## src/rtl/id_operand_scoreboard_pkg.sv

```systemverilog
// Shared constants and types for the ID operand scoreboard.
// Holds default widths and the stall-reason encoding.
package id_operand_scoreboard_pkg;

    localparam int AW         = 5;
    localparam int PEND_W_DEF = 2;
    localparam int NFWD_DEF   = 2;

    typedef enum logic [2:0] {
        ST_NONE,
        ST_FLUSH,
        ST_HELD,
        ST_RAW,
        ST_PEND,
        ST_FULL
    } stall_e;

endpackage

```

## src/rtl/id_operand_scoreboard_fwd_mux.sv

```systemverilog
// Priority operand select for one source register.
// Order: immediate, x0, forward[lowest index], writeback, register file.
module id_fwd_mux
    import id_operand_scoreboard_pkg::*;
#(
    parameter int XLEN = 32,
    parameter int NFWD = NFWD_DEF
) (
    input  logic [AW-1:0]        rs,
    input  logic                 use_rs,
    input  logic [XLEN-1:0]      imm,
    input  logic [XLEN-1:0]      rf,
    input  logic [NFWD-1:0]      fwd_valid,
    input  logic [AW*NFWD-1:0]   fwd_addr,
    input  logic [XLEN*NFWD-1:0] fwd_data,
    input  logic                 wb_valid,
    input  logic [AW-1:0]        wb_addr,
    input  logic [XLEN-1:0]      wb_data,
    output logic                 wb_hit,
    output logic [XLEN-1:0]      data
);

    // Later assignments win, so forwards are scanned oldest to youngest
    always_comb begin
        wb_hit = wb_valid && (wb_addr == rs);
        data   = rf;
        if (wb_hit)
            data = wb_data;
        for (int i = NFWD - 1; i >= 0; i--) begin
            if (fwd_valid[i] && (fwd_addr[i*AW +: AW] == rs))
                data = fwd_data[i*XLEN +: XLEN];
        end
        if (rs == '0)
            data = '0;
        if (!use_rs)
            data = imm;
    end

endmodule

```

## src/rtl/id_operand_scoreboard.sv

```systemverilog
// Operand fetch / hazard stage with per-register pending-load counters.
// Optional ID_SB_STATS_EN adds stall_cycles and hazard_cycles counters.
module id_operand_scoreboard
    import id_operand_scoreboard_pkg::*;
#(
    parameter int XLEN   = 32,
    parameter int NREG   = 32,
    parameter int NFWD   = NFWD_DEF,
    parameter int PEND_W = PEND_W_DEF
) (
    input  logic                 clk,
    input  logic                 rst,
    input  logic                 in_valid,
    output logic                 in_ready,
    input  logic [AW-1:0]        in_rs1,
    input  logic [AW-1:0]        in_rs2,
    input  logic [AW-1:0]        in_rd,
    input  logic                 in_use1,
    input  logic                 in_use2,
    input  logic                 in_wr,
    input  logic                 in_long,
    input  logic [XLEN-1:0]      in_imm,
    input  logic [15:0]          in_ctl,
    input  logic [XLEN-1:0]      rf_data1,
    input  logic [XLEN-1:0]      rf_data2,
    input  logic [NFWD-1:0]      fwd_valid,
    input  logic [AW*NFWD-1:0]   fwd_addr,
    input  logic [XLEN*NFWD-1:0] fwd_data,
    input  logic                 wb_valid,
    input  logic [AW-1:0]        wb_addr,
    input  logic [XLEN-1:0]      wb_data,
    input  logic                 flush,
    output logic                 out_valid,
    input  logic                 out_ready,
    output logic [XLEN-1:0]      out_op1,
    output logic [XLEN-1:0]      out_op2,
    output logic [AW-1:0]        out_rd,
    output logic                 out_wr,
    output logic                 out_long,
    output logic [15:0]          out_ctl
`ifdef ID_SB_STATS_EN
    ,
    output logic [31:0]          stall_cycles,
    output logic [31:0]          hazard_cycles
`endif
);

    localparam logic [PEND_W-1:0] PMAX = '1;

    logic [PEND_W-1:0] pend [NREG];
    logic [XLEN-1:0]   op1, op2;
    logic              wb_hit1, wb_hit2;
    logic              need1, need2, raw, pnd, full, held;
    logic              in_fire, out_fire, load, inc, dec;
    stall_e            reason;

    id_fwd_mux #(.XLEN(XLEN), .NFWD(NFWD)) u_mux1 (
        .rs(in_rs1), .use_rs(in_use1), .imm(in_imm), .rf(rf_data1),
        .fwd_valid(fwd_valid), .fwd_addr(fwd_addr), .fwd_data(fwd_data),
        .wb_valid(wb_valid), .wb_addr(wb_addr), .wb_data(wb_data),
        .wb_hit(wb_hit1), .data(op1)
    );

    id_fwd_mux #(.XLEN(XLEN), .NFWD(NFWD)) u_mux2 (
        .rs(in_rs2), .use_rs(in_use2), .imm(in_imm), .rf(rf_data2),
        .fwd_valid(fwd_valid), .fwd_addr(fwd_addr), .fwd_data(fwd_data),
        .wb_valid(wb_valid), .wb_addr(wb_addr), .wb_data(wb_data),
        .wb_hit(wb_hit2), .data(op2)
    );

    assign need1 = in_use1 && (in_rs1 != '0);
    assign need2 = in_use2 && (in_rs2 != '0);

    assign raw = (need1 && out_valid && out_wr && (out_rd == in_rs1)) ||
                 (need2 && out_valid && out_wr && (out_rd == in_rs2));

    assign pnd = (need1 && ((pend[in_rs1] > PEND_W'(1)) ||
                            ((pend[in_rs1] == PEND_W'(1)) && !wb_hit1))) ||
                 (need2 && ((pend[in_rs2] > PEND_W'(1)) ||
                            ((pend[in_rs2] == PEND_W'(1)) && !wb_hit2)));

    assign full = in_long && in_wr && (pend[in_rd] == PMAX);
    assign held = out_valid && !out_ready;

    // Highest-priority reason the stage cannot accept this cycle
    always_comb begin
        reason = ST_NONE;
        if (flush)     reason = ST_FLUSH;
        else if (held) reason = ST_HELD;
        else if (raw)  reason = ST_RAW;
        else if (pnd)  reason = ST_PEND;
        else if (full) reason = ST_FULL;
    end

    assign in_ready = (reason == ST_NONE);
    assign in_fire  = in_valid && in_ready;
    assign out_fire = out_valid && out_ready && !flush;
    assign load     = !out_valid || out_ready;
    assign inc      = out_fire && out_long && out_wr && (out_rd != '0);
    assign dec      = wb_valid && (wb_addr != '0);

    // Output packet register; flush kills it without touching counters
    always_ff @(posedge clk or negedge rst) begin
        if (!rst) begin
            out_valid <= 1'b0;
            out_op1   <= '0;
            out_op2   <= '0;
            out_rd    <= '0;
            out_wr    <= 1'b0;
            out_long  <= 1'b0;
            out_ctl   <= '0;
        end else if (flush) begin
            out_valid <= 1'b0;
        end else if (load) begin
            out_valid <= in_fire;
            if (in_fire) begin
                out_op1  <= op1;
                out_op2  <= op2;
                out_rd   <= in_rd;
                out_wr   <= in_wr;
                out_long <= in_long;
                out_ctl  <= in_ctl;
            end
        end
    end

    // Pending-load counters: +1 when a load enters EX, -1 on its writeback
    always_ff @(posedge clk or negedge rst) begin
        if (!rst) begin
            for (int r = 0; r < NREG; r++)
                pend[r] <= '0;
        end else begin
            for (int r = 0; r < NREG; r++) begin
                if (inc && (out_rd == AW'(r)) &&
                    !(dec && (wb_addr == AW'(r))))
                    pend[r] <= pend[r] + 1'b1;
                else if (dec && (wb_addr == AW'(r)) &&
                         !(inc && (out_rd == AW'(r))) &&
                         (pend[r] != '0))
                    pend[r] <= pend[r] - 1'b1;
            end
        end
    end

    // A writeback must always match an outstanding load
    a_dec_underflow: assert property (
        @(posedge clk) disable iff (!rst)
        (dec && !(inc && (out_rd == wb_addr))) |-> (pend[wb_addr] != '0)
    );

`ifdef ID_SB_STATS_EN
    // Saturating stall and scoreboard-hazard cycle counters
    always_ff @(posedge clk or negedge rst) begin
        if (!rst) begin
            stall_cycles  <= '0;
            hazard_cycles <= '0;
        end else begin
            if (in_valid && !in_ready && (stall_cycles != '1))
                stall_cycles <= stall_cycles + 1'b1;
            if (in_valid && (reason == ST_PEND) && (hazard_cycles != '1))
                hazard_cycles <= hazard_cycles + 1'b1;
        end
    end
`endif

endmodule
```

## config.mk

```make
export PLATFORM = sky130hd
export DESIGN_NAME = id_operand_scoreboard
export DESIGN_NICKNAME = d
export VERILOG_FILES = /design/src/rtl/id_operand_scoreboard_pkg.sv /design/src/rtl/id_operand_scoreboard_fwd_mux.sv /design/src/rtl/id_operand_scoreboard.sv
export SDC_FILE = /design/constraint.sdc
export NUM_CORES = 1
export LEC_CHECK = 0
export BUFFER_PORTS_ARGS = -buffer_cell sky130_fd_sc_hd__clkbuf_2
export CAP_MARGIN = 5
export CORE_AREA = 2 2 151 167
export DETAILED_ROUTE_END_ITERATION = 10
export DIE_AREA = 0 0 153 169
export GPL_TIMING_DRIVEN = 0
export PLACE_DENSITY_LB_ADDON = 0.2
export SLEW_MARGIN = 30
export SYNTH_ARGS = -nofsm -noshare
export SYNTH_HDL_FRONTEND = slang
export SYNTH_SLANG_ARGS = --single-unit
export TNS_END_PERCENT = 1
```

## constraint.sdc

```tcl
create_clock -name clk -period 2.7 [get_ports clk]
set_input_delay 0.135 -clock clk [delete_from_list [all_inputs] [get_ports clk]]
set_output_delay 0.135 -clock clk [all_outputs]
set_load 0.01 [all_outputs]
```

==> results.json <==
{
  "cts_buffer_depth": 2,
  "nNetsFinal": 1892,
  "synth_nets": 1507,
  "async_flop_share": 1.00,
  "grt.total_usage": 0.340,
  "post_drt_wl_per_cell_um": 23.0,
  "ant_nets": 0,
  "cts.sinks": 152,
  "syn_avg_cell_area_sq_um": 9.10,
  "max_freq_mhz": 348,
  "p_leak_nw": 6.40,
  "slew_headroom": 0.544,
  "setup_violations": 88,
  "ys_ff_latch": 152,
  "timing.final.crit_share": 1.06,
  "ioPinCount": 339,
  "numPlacedInstances": 1896,
  "drt_iter0_markers": 932,
  "power.internal_w": 0.00549,
  "path_clk_slew_ns": 0.07,
  "peakVddDrop_uv": 383,
  "rsz0062_at_grt": "true",
  "fin_area_sq_mm": 0.0147,
  "grt_first_pass_wirelength_um": 68100,
  "power_density_mw_per_mm2": 563,
  "pwr-share-seq": 0.373,
  "layoutNonFillerInstCount": 1967,
  "cts_tree": "done",
  "coreArea_sq_mm": 0.0242,
  "endpoint_kind": "register",
  "status": "complete, but fails checks",
  "wl_um": 45200,
  "swShare": 0.337,
  "setup_ws_ns": -0.170,
  "cp.arrival_ns": 3.19,
  "hpwl_um": 34700,
  "cp-start-kind": "register",
  "hold_viol_final": 0,
  "synth_warnings": 0,
  "route.met3.wl_um": 4130,
  "top_layer": "met5",
  "cpPeakStageDelay_ns": 0.50,
  "vias": 12100,
  "drtPass1Iterations": 6,
  "crit_chain": "mux4_2 -> mux4_2 -> and3b_1 -> o32ai_4 -> o311a_4 -> nand3_4 -> buf_12 -> buf_12 -> mux2_4",
  "crit_type": "register to register",
  "critPathMaxFanout": 6,
  "cts_buffers": 17,
  "syn-cell-area_sq_mm": 0.0114,
  "p_switching_w": 0.00279,
  "gp_congestion": 0.976,
  "start_util": 0.472,
  "htreeDepth": 4,
  "insertion_delay_ns": 0.44,
  "grt.overflow.total": 0,
  "grt_pass1_vias": 11800,
  "synth_common_cells": "dfrtp_1 (152), nor2_1 (135), a21oi_1 (133)",
  "slew_violations": 0,
  "power_w": 0.00828,
  "seq_area_frac_synth": 0.333,
  "synthCells": 1257,
  "path_buf_inv": 2,
  "cts_root_buf": "clkbuf_16",
  "drc": 0,
  "fin_crit_ns": 2.87,
  "dpl-instance-area_sq_mm": 0.0135,
  "clockPowerShare": 0.309,
  "met2WireLength_um": 21700,
  "failed_checks": "negative setup slack",
  "fp.dieW_um": 153,
  "yosysUniqueCellTypes": 55,
  "m1WireLength_um": 17100,
  "synth_top_cell_area_share": 0.333,
  "antenna_found_initial": 3,
  "synthTopCellsByArea": "dfrtp_1 (33%), mux2i_1 (7.8%), mux4_2 (6.9%)",
  "syn_to_final_growth_pct": 28.7,
  "synth-main-ff-cell": "dfrtp_1",
  "synth_edf_count": 0,
  "worstMarginPinSlew_ns": 0.683,
  "grt_max_degree": 75,
  "portBuffers": 327,
  "crit_family": "multiplexers",
  "rows": 60,
  "drive_above_1_share": 0.356,
  "pwr-share-comb": 0.318,
  "die_h_um": 169,
  "synth_area_leader_cell": "dfrtp_1",
  "maxCapViolCount": 0,
  "finalClockSkew_ns": 0.0141,
  "hold_class": "input port to register",
  "cp.required_ns": 3.02,
  "vias_per_cell": 6.17,
  "cpMaxStageDelayCell": "mux4_2",
  "synth.most_common_cell": "dfrtp_1",
  "dieArea_sq_mm": 0.0259
}
## metrics by stage
stage | hold slack, ns | util | TNS [ns] | setup slack, ns
2_1_floorplan | -0.161 | - | 0 | 0.00103
3_3_place_gp | 0.369 | 0.555 | -288.15 | -1.44
3_5_place_dp | -0.0286 | 0.558 | -69.53 | -0.897
4_1_cts | 0.000898 | 0.604 | -9.08 | -0.141
5_1_grt | 0.0479 | 0.607 | -14.34 | -0.197
6_report | 0.0219 | 0.607 | -11.53 | -0.170
## cell type report
class	instances	area (sq um)
Multi-Input combinational cell	994	7240
Buffer	93	470
Clock buffer	21	470
Inverter	14	52.6
Tap cell	310	388
Timing Repair Buffer	370	2130
Fill cell	2172	9530
Antenna cell	3	7.51
Clock inverter	10	143
Sequential cell	152	3820
## kinds of logic (layout without fill, tap and decap cells)
kind of cell           count (synthesis)  count (layout)  synth area share
other                                  0               3                 0
multiplexers                         212             212             0.240
flip-flops                           152             152             0.333
AO/OA/AOI/OAI                        362             362             0.195
AND/OR/NAND/NOR                      365             365             0.149
XOR/XNOR                              55              55            0.0421
buffers and inverters                111             508            0.0417
## worst paths after layout
check                                    endpoint  slack (ns)  cells after the start            startpoint
max in group asynchronous    pend[40]$_DFFE_PN0P_        1.99                      3                   rst
max reg2reg                out_op1[0]$_DFFE_PN0P_       -0.17                      9  pend[32]$_DFFE_PN0P_
max                        out_op1[0]$_DFFE_PN0P_       -0.17                      9  pend[32]$_DFFE_PN0P_
min in group asynchronous    pend[21]$_DFFE_PN0P_        0.08                      2                   rst
min reg2reg                  pend[62]$_DFFE_PN0P_        0.51                      1  pend[62]$_DFFE_PN0P_
min                         out_valid$_DFFE_PN0P_        0.02                      2                 flush
## sequential cells by signal, indices dropped and copies added, names as in the netlist
register / flops
out_valid: 1
out_ctl: 16
out_op1: 32
out_op2: 32
pend: 64
out_long: 1
out_rd: 5
out_wr: 1
## per-layer routing
layer	global-route usage	up-vias
met4	0.174	2
met3	0.0676	148
met5	0	-
met1	0.423	5862
li1	-	5453
met2	0.565	678
## power by group through the flow
stage	Sequential [W]	Clock [W]	Combinational, W
floorplan	0.00322	0	0.00120
global placement	0.00309	0	0.00242
detailed placement	0.00311	0	0.00247
CTS	0.00308	0.00256	0.00258
global route	0.00314	0.00265	0.00281
finish	0.00309	0.00256	0.00264
## what timing repair did
action,in CTS,in global routing
endpoints found under the setup margin,89,94
resized for setup,42,19
hold buffers,20,0
cloned,2,0
pin swaps,3,0
buffers inserted,16,3
endpoints found under the hold margin,171,0
## placed cells by master, fill, tap and decap left out, types with 20 or more instances in the layout
cell / instances
clkbuf_2: 329
dfrtp_1: 136
nor2_1: 135
a21oi_1: 130
o21ai_0: 103
nand2_1: 97
mux2i_1: 89
mux2_2: 69
a32oi_1: 64
clkbuf_1: 57
xor2_1: 43
mux4_2: 35
nand3_1: 28
dlygate4sd3_1: 20
## worst register-to-register path: stages (launching register included)
cell,delay [ns]
dfrtp_2,0.43
mux4_2,0.49
mux4_2,0.50
and3b_1,0.21
o32ai_4,0.14
o311a_4,0.26
nand3_4,0.11
buf_12,0.19
buf_12,0.14
mux2_4,0.29
(Power assumes the default switching activity.)
